### src/rtl/rreq_rr_sequencer_if.sv
// Handshake bundle between N clocked requesters, the round-robin sequencer and the Rreq/Rack channel.
// slave is the sequencer's view; master is the requester/channel side.
interface rreq_rr_sequencer_if #(
  parameter int N   = 4,
  parameter int IDW = 2
);
  logic [N-1:0]   go;
  logic [N-1:0]   done;
  logic [N-1:0]   grant;
  logic [IDW-1:0] grant_id;
  logic           busy;
  logic           Rreq;
  logic           Rack;
  logic           err;

  modport slave (
    input  go, Rack,
    output done, grant, grant_id, busy, Rreq, err
  );

  modport master (
    output go, Rack,
    input  done, grant, grant_id, busy, Rreq, err
  );
endinterface

### src/rtl/rreq_rr_sequencer.sv
// Round-robin sequencer: N level requesters share one four-phase Rreq/Rack channel, one handshake per grant.
// go->Rreq 1 cycle, Rack->reaction SYNC_STAGES+1 cycles; a stalled handshake is aborted and flagged in err.
module rreq_rr_sequencer #(
  parameter int N           = 4,
  parameter int IDW         = 2,
  parameter int SYNC_STAGES = 2,
  parameter int TIMEOUT     = 64
) (
  input  logic               clk,
  input  logic               rst,
  rreq_rr_sequencer_if.slave bus
);
  localparam int CW = (TIMEOUT < 2) ? 1 : $clog2(TIMEOUT + 1);
  localparam logic [CW-1:0]  TO_LAST = CW'(TIMEOUT - 1);
  localparam logic [IDW-1:0] LAST_ID = IDW'(N - 1);

  typedef enum logic [1:0] {IDLE, REQ, ACK_LO} state_t;

  state_t                 state;
  logic [SYNC_STAGES-1:0] sync;
  logic [SYNC_STAGES-1:0] primed;
  logic                   rack_s;
  logic                   sync_ok;
  logic [IDW-1:0]         ptr;
  logic [IDW-1:0]         pick;
  logic                   pick_vld;
  logic [IDW:0]           idx;
  logic [IDW-1:0]         next_ptr;
  logic [CW-1:0]          cnt;
  logic                   expired;
  logic                   finish;

  logic [N-1:0]           done;
  logic [N-1:0]           grant;
  logic [IDW-1:0]         grant_id;
  logic                   busy;
  logic                   rreq;
  logic                   err;

  assign rack_s   = sync[SYNC_STAGES-1];
  // Right after reset the synchroniser still holds cleared flops, not real Rack
  // samples; granting is held off until it has refilled so a stale ack is seen.
  assign sync_ok  = primed[SYNC_STAGES-1];
  assign next_ptr = (grant_id == LAST_ID) ? '0 : grant_id + 1'b1;
  assign expired  = (TIMEOUT != 0) && (cnt == TO_LAST);
  assign finish   = expired || ((state == ACK_LO) && !rack_s);

  // First set go at or after ptr, wrapping modulo N.
  always_comb begin
    pick     = '0;
    pick_vld = 1'b0;
    idx      = '0;
    for (int k = N - 1; k >= 0; k--) begin
      idx = {1'b0, ptr} + (IDW + 1)'(k);
      if (idx >= (IDW + 1)'(N)) idx = idx - (IDW + 1)'(N);
      if (bus.go[idx[IDW-1:0]]) begin
        pick     = idx[IDW-1:0];
        pick_vld = 1'b1;
      end
    end
  end

  always_ff @(posedge clk) begin
    if (rst) begin
      state    <= IDLE;
      sync     <= '0;
      primed   <= '0;
      ptr      <= '0;
      cnt      <= '0;
      done     <= '0;
      grant    <= '0;
      grant_id <= '0;
      busy     <= 1'b0;
      rreq     <= 1'b0;
      err      <= 1'b0;
    end else begin
      sync   <= SYNC_STAGES'({sync, bus.Rack});
      primed <= SYNC_STAGES'({primed, 1'b1});
      done   <= '0;
      case (state)
        IDLE: begin
          if (sync_ok && !rack_s && pick_vld) begin
            state    <= REQ;
            grant    <= N'(1) << pick;
            grant_id <= pick;
            busy     <= 1'b1;
            rreq     <= 1'b1;
            cnt      <= '0;
          end
        end
        REQ, ACK_LO: begin
          cnt <= cnt + 1'b1;
          // Watchdog expiry wins over a completing ack in the same cycle.
          if (finish) begin
            done     <= expired ? '0 : grant;
            err      <= err | expired;
            ptr      <= next_ptr;
            grant    <= '0;
            grant_id <= '0;
            busy     <= 1'b0;
            rreq     <= 1'b0;
            state    <= IDLE;
          end else if ((state == REQ) && rack_s) begin
            rreq  <= 1'b0;
            state <= ACK_LO;
          end
        end
        default: state <= IDLE;
      endcase
    end
  end

  assign bus.done     = done;
  assign bus.grant    = grant;
  assign bus.grant_id = grant_id;
  assign bus.busy     = busy;
  assign bus.Rreq     = rreq;
  assign bus.err      = err;
endmodule
### src/flat_wrapper.sv
// flat-port wrapper written by rule: the top's interface ports become plain ports
module rreq_rr_sequencer_flat 
#(
  parameter int N           = 4,
  parameter int IDW         = 2,
  parameter int SYNC_STAGES = 2,
  parameter int TIMEOUT     = 64
)
  (clk, rst, bus_go, bus_Rack, bus_done, bus_grant, bus_grant_id, bus_busy, bus_Rreq, bus_err);
  rreq_rr_sequencer_if #(.N(N), .IDW(IDW)) bus_i ();
  input  logic clk;
  input  logic rst;
  input wire logic [$bits(bus_i.go)-1:0] bus_go;
  input wire logic [$bits(bus_i.Rack)-1:0] bus_Rack;
  output wire logic [$bits(bus_i.done)-1:0] bus_done;
  output wire logic [$bits(bus_i.grant)-1:0] bus_grant;
  output wire logic [$bits(bus_i.grant_id)-1:0] bus_grant_id;
  output wire logic [$bits(bus_i.busy)-1:0] bus_busy;
  output wire logic [$bits(bus_i.Rreq)-1:0] bus_Rreq;
  output wire logic [$bits(bus_i.err)-1:0] bus_err;
  assign bus_i.go = bus_go;
  assign bus_i.Rack = bus_Rack;
  assign bus_done = bus_i.done;
  assign bus_grant = bus_i.grant;
  assign bus_grant_id = bus_i.grant_id;
  assign bus_busy = bus_i.busy;
  assign bus_Rreq = bus_i.Rreq;
  assign bus_err = bus_i.err;
  rreq_rr_sequencer #(.N(N), .IDW(IDW), .SYNC_STAGES(SYNC_STAGES), .TIMEOUT(TIMEOUT)) u_core (.clk(clk), .rst(rst), .bus(bus_i));
endmodule
### config.mk
export PLATFORM = sky130hd
export DESIGN_NAME = rreq_rr_sequencer_flat
export DESIGN_NICKNAME = d
export VERILOG_FILES = /design/src/rtl/rreq_rr_sequencer_if.sv /design/src/rtl/rreq_rr_sequencer.sv /design/src/flat_wrapper.sv
export SDC_FILE = /design/constraint.sdc
export NUM_CORES = 1
export LEC_CHECK = 0
export CORE_UTILIZATION = 40
export DETAILED_ROUTE_END_ITERATION = 6
export GPL_TIMING_DRIVEN = 1
export SYNTH_ARGS = -nofsm -noshare
export SYNTH_HDL_FRONTEND = slang
export SYNTH_SLANG_ARGS = --single-unit
### constraint.sdc
create_clock -name clk -period 2.1 [get_ports clk]
set_input_delay 0.21 -clock clk [delete_from_list [all_inputs] [get_ports clk]]
set_output_delay 0.21 -clock clk [all_outputs]
set_load 0.02 [all_outputs]
==> report_table.html <==
<table>
<tr><th>Metric</th><th>Value</th></tr>
<tr><th colspan="2">Timing</th></tr>
<tr><td>Relative slew slack</td><td>64.5%</td></tr>
<tr><td>Final worst path period need</td><td>1.91 ns</td></tr>
<tr><td>Total negative slack</td><td>0 ns</td></tr>
<tr><td>Total of endpoints with negative setup slack in the final report</td><td>0</td></tr>
<tr><td>Count of final hold-check violations</td><td>0</td></tr>
<tr><td>Pins over their slew limit</td><td>0</td></tr>
<tr><td>Worst slew pin tran</td><td>0.528 ns</td></tr>
<tr><td>Unrepaired setup endpoints after global routing</td><td>false</td></tr>
<tr><td>Post-route clock period utilization</td><td>90.9%</td></tr>
<tr><td>Final worst hold slack</td><td>0.430 ns</td></tr>
<tr><td>Fin Clk Skew</td><td>0.00230 ns</td></tr>
<tr><td>Max Freq</td><td>524 MHz</td></tr>
<tr><th colspan="2">Logic synthesis</th></tr>
<tr><td>Synthesized instance count</td><td>144</td></tr>
<tr><td>Library cell with the highest instance count after synthesis</td><td>sky130_fd_sc_hd__dfxtp_1</td></tr>
<tr><td>Cell taking the most area after synthesis</td><td>sky130_fd_sc_hd__dfxtp_1</td></tr>
<tr><td>Most numerous cell types in the synthesized netlist</td><td>sky130_fd_sc_hd__dfxtp_1 (28), sky130_fd_sc_hd__nor2_1 (13), sky130_fd_sc_hd__nand2_1 (12)</td></tr>
<tr><td>Number of synthesized flops with an enable pin</td><td>0</td></tr>
<tr><td>Number of distinct library cells after synthesis</td><td>42</td></tr>
<tr><td>Post-synthesis sequential area ratio</td><td>42.6%</td></tr>
<tr><td>Yosys warning count</td><td>0</td></tr>
<tr><td>FFs w/ async S/R, synth</td><td>0%</td></tr>
<tr><td>Net count after synthesis</td><td>157</td></tr>
<tr><td>Post-synthesis sequential element count</td><td>28</td></tr>
<tr><td>Top flip-flop cell by instance count after synthesis</td><td>sky130_fd_sc_hd__dfxtp_1</td></tr>
<tr><td>Top cell type's share of synthesized area</td><td>42.6%</td></tr>
<tr><td>Biggest area contributors in the synthesized netlist</td><td>sky130_fd_sc_hd__dfxtp_1 (43%), sky130_fd_sc_hd__ha_1 (5.7%), sky130_fd_sc_hd__a21oi_1 (4.2%)</td></tr>
<tr><td>Mean cell area of the mapped netlist</td><td>9.14 um^2</td></tr>
<tr><td>Synthesized area</td><td>1320 um^2</td></tr>
<tr><th colspan="2">Floorplanning</th></tr>
<tr><td>Horizontal die dimension</td><td>59.4 um</td></tr>
<tr><td>Io pins</td><td>20</td></tr>
<tr><td>Initial Utilization</td><td>42.8%</td></tr>
<tr><td>Total Die Area</td><td>3520 um^2</td></tr>
<tr><td>Vertical extent of the die</td><td>59.4 um</td></tr>
<tr><td># rows</td><td>20</td></tr>
<tr><td>Placeable core area</td><td>3080 um^2</td></tr>
<tr><th colspan="2">Clocking</th></tr>
<tr><td>Worst-path clk slew</td><td>0.13 ns</td></tr>
<tr><td>Clock latency on the worst-skew pair</td><td>0.32 ns</td></tr>
<tr><td>TritonCTS clock tree</td><td>built</td></tr>
<tr><td>CTS buffer count</td><td>3</td></tr>
<tr><td>Number of instances resized during post-cts repair</td><td>0</td></tr>
<tr><td>Hold-fix buffer count after cts</td><td>0</td></tr>
<tr><td>Buffers inserted during post-CTS setup optimization</td><td>0</td></tr>
<tr><td>H-tree lvl count</td><td>1</td></tr>
<tr><td>CTS Root Cell</td><td>sky130_fd_sc_hd__clkbuf_4</td></tr>
<tr><td>Buffer levels on the longest clock path</td><td>2</td></tr>
<tr><td>Total clock sinks</td><td>28</td></tr>
<tr><th colspan="2">Drt</th></tr>
<tr><td>Iter 0 DRT Violations</td><td>24</td></tr>
<tr><td>Average wire per cell in the routed design</td><td>12.5 um</td></tr>
<tr><td>Total via count after detailed routing</td><td>1082</td></tr>
<tr><td>Drt pass-1 iters</td><td>4</td></tr>
<tr><td>Avg Vias per Cell</td><td>5.08</td></tr>
<tr><td>Final antenna-violating net count</td><td>0</td></tr>
<tr><td>Final Routed Wirelength</td><td>2670 um</td></tr>
<tr><td>Residual DRC</td><td>0</td></tr>
<tr><th colspan="2">Cells and area</th></tr>
<tr><td>Ratio of cells with drive above 1 in the final layout</td><td>10.1%</td></tr>
<tr><td>Final nets</td><td>184</td></tr>
<tr><td>Ant. Diodes</td><td>0</td></tr>
<tr><td>Final Util</td><td>52.4%</td></tr>
<tr><td>Final non-filler cell area</td><td>1610 um^2</td></tr>
<tr><td>Layout-stage area growth over the synthesis result</td><td>22.6%</td></tr>
<tr><td>Multi-input logic area</td><td>711 um^2</td></tr>
<tr><td>Fill cell instance count of the final layout</td><td>302</td></tr>
<tr><td>Number of non-filler instances in the completed layout</td><td>213</td></tr>
<tr><td>Sequential cell area</td><td>561 um^2</td></tr>
<tr><th colspan="2">Flow run</th></tr>
<tr><td>Number of maximum-capacitance violations</td><td>0</td></tr>
<tr><th colspan="2">Worst setup path</th></tr>
<tr><td>Slowest cell delay on critical path</td><td>0.56 ns</td></tr>
<tr><td>Cell-by-cell listing of the critical path</td><td>inv_1 -&gt; ha_1 -&gt; nand2_1 -&gt; o211ai_2 -&gt; or4_1 -&gt; a21oi_1</td></tr>
<tr><td>Worst setup path class</td><td>reg2reg</td></tr>
<tr><td>Critical Path End Type</td><td>register</td></tr>
<tr><td>Slowest cell on crit path</td><td>sky130_fd_sc_hd__or4_1</td></tr>
<tr><td>Data arrival time at the worst-slack endpoint</td><td>2.17 ns</td></tr>
<tr><td>Startpoint type of the worst setup path</td><td>register</td></tr>
<tr><td>Data required time at the worst endpoint</td><td>2.36 ns</td></tr>
<tr><td>Maximum fanout count along the critical path</td><td>8</td></tr>
<tr><th colspan="2">Global routing</th></tr>
<tr><td>Number of antenna violations at the first check in global routing</td><td>0</td></tr>
<tr><td>Overflow left after global routing</td><td>0</td></tr>
<tr><td>Via count of the first global-routing pass</td><td>1081</td></tr>
<tr><td>Maximum number of pins on one net before global-route repair</td><td>17</td></tr>
<tr><td>Wire length of the first global-routing pass</td><td>4840 um</td></tr>
<tr><td>Global router's overall resource usage</td><td>18.0%</td></tr>
<tr><th colspan="2">Power and ir drop</th></tr>
<tr><td>Worst IR drop on VDD</td><td>360 uV</td></tr>
<tr><td>Leakage power</td><td>0.581 nW</td></tr>
<tr><td>Power Dens Cells</td><td>617 nW/um^2</td></tr>
<tr><th colspan="2">Place</th></tr>
<tr><td>Cell area after placement</td><td>1590 um^2</td></tr>
<tr><td>Placed cell count</td><td>210</td></tr>
<tr><td>Number of port buffers</td><td>19</td></tr>
<tr><td>Final weighted congestion in routability-driven placement</td><td>0.869</td></tr>
<tr><td>Estimated wirelength of the detail-placed design</td><td>2070 um</td></tr>
<tr><th colspan="2">Hold path</th></tr>
<tr><td>Type of the most critical hold path</td><td>in2reg</td></tr>
<tr><th colspan="2">Outcome</th></tr>
<tr><td>Status</td><td>complete, no violations</td></tr>
</table>
cell families after synthesis:
group | Yosys count | share of synthesized area (%)
xor+xnor | 4 | 2.66
mux | 2 | 1.52
fa+ha+maj | 6 | 5.70
buf+inv | 10 | 3.42
compound gates | 28 | 14.5
flops | 28 | 42.6
simple gates | 66 | 29.6
state kept, by name, indices dropped and copies added (netlist names):
| name | count |
|---|---|
| u_core.bus.busy | 1 |
| u_core.sync | 2 |
| u_core.bus.grant | 4 |
| u_core.primed | 2 |
| u_core.ptr | 2 |
| u_core.bus.grant_id | 2 |
| u_core.bus.err | 1 |
| u_core.state | 2 |
| u_core.bus.done | 4 |
| u_core.cnt | 7 |
| u_core.bus.Rreq | 1 |
placed cells by master (no fill, tap or decap), types with 3 or more instances in the layout:
master	count
sky130_fd_sc_hd__clkbuf_4	3
sky130_fd_sc_hd__o21ai_0	3
sky130_fd_sc_hd__nor2_1	13
sky130_fd_sc_hd__a21oi_1	11
sky130_fd_sc_hd__nor3b_1	3
sky130_fd_sc_hd__nor2b_1	7
sky130_fd_sc_hd__nand3_1	4
sky130_fd_sc_hd__nand2_1	12
sky130_fd_sc_hd__ha_1	6
sky130_fd_sc_hd__dfxtp_1	28
sky130_fd_sc_hd__inv_1	6
sky130_fd_sc_hd__and2_1	4
sky130_fd_sc_hd__buf_4	7
sky130_fd_sc_hd__or3_1	3
sky130_fd_sc_hd__clkdlybuf4s50_1	19
sky130_fd_sc_hd__nand2b_1	4
report_power, final:
| group | switching [W] | internal, W | leakage [nW] |
|---|---|---|---|
| clock | 0.000145 | 0.0000673 | 0.0138 |
| combinational | 0.000120 | 0.0000960 | 0.339 |
| sequential | 0.0000146 | 0.000553 | 0.228 |
stage by stage:
step | total power, W | setup slack [ns]
after floorplan | 0.000714 | 0.324
after global placement | 0.000793 | 0.0859
after detailed placement | 0.000794 | 0.0498
after CTS | 0.00101 | 0.175
after global routing | 0.00105 | 0.0285
final | 0.000996 | 0.191
area by class of cell:
cell class	instances	area share, %
Multi-Input combinational cell	106	44.0
Clock buffer	3	1.40
Sequential cell	28	34.7
Inverter	6	1.40
Timing Repair Buffer	26	15.0
Tap cell	44	3.41
routing by layer:
layer / routed length, um / global-route usage [%] / part of all wire, %
met1: 1350 / 25.1 / 50
met4: 17 / 4.76 / 0.64
met2: 1200 / 27.9 / 45
met3: 114 / 4.15 / 4.3
met5: 0 / 0 / 0
worst max-delay path: cells and delay by family (launching register included):
| family | cells | cell delay (ns) |
|---|---|---|
| AOI/OAI and AO/OA | 2 | 0.30 |
| adders and majority gates | 1 | 0.38 |
| buffers and inverters | 1 | 0.09 |
| DFF | 1 | 0.40 |
| and+or+nand+nor | 2 | 0.69 |
final timing paths:
| path | start | end | slack [ns] | cells after the start |
|---|---|---|---|---|
| worst max-delay path | u_core.state[0]$_SDFFE_PP0P_ | u_core.bus.grant[1]$_SDFFE_PP0P_ | 0.19 | 6 |
| worst min-delay path | bus_Rack | u_core.sync[0]$_SDFF_PP0_ | 0.43 | 2 |
| worst max register to register | u_core.state[0]$_SDFFE_PP0P_ | u_core.bus.grant[1]$_SDFFE_PP0P_ | 0.19 | 6 |
| worst min register to register | u_core.sync[0]$_SDFF_PP0_ | u_core.sync[1]$_SDFF_PP0_ | 0.45 | 1 |
Note: power is estimated with default switching activity, not from simulation.
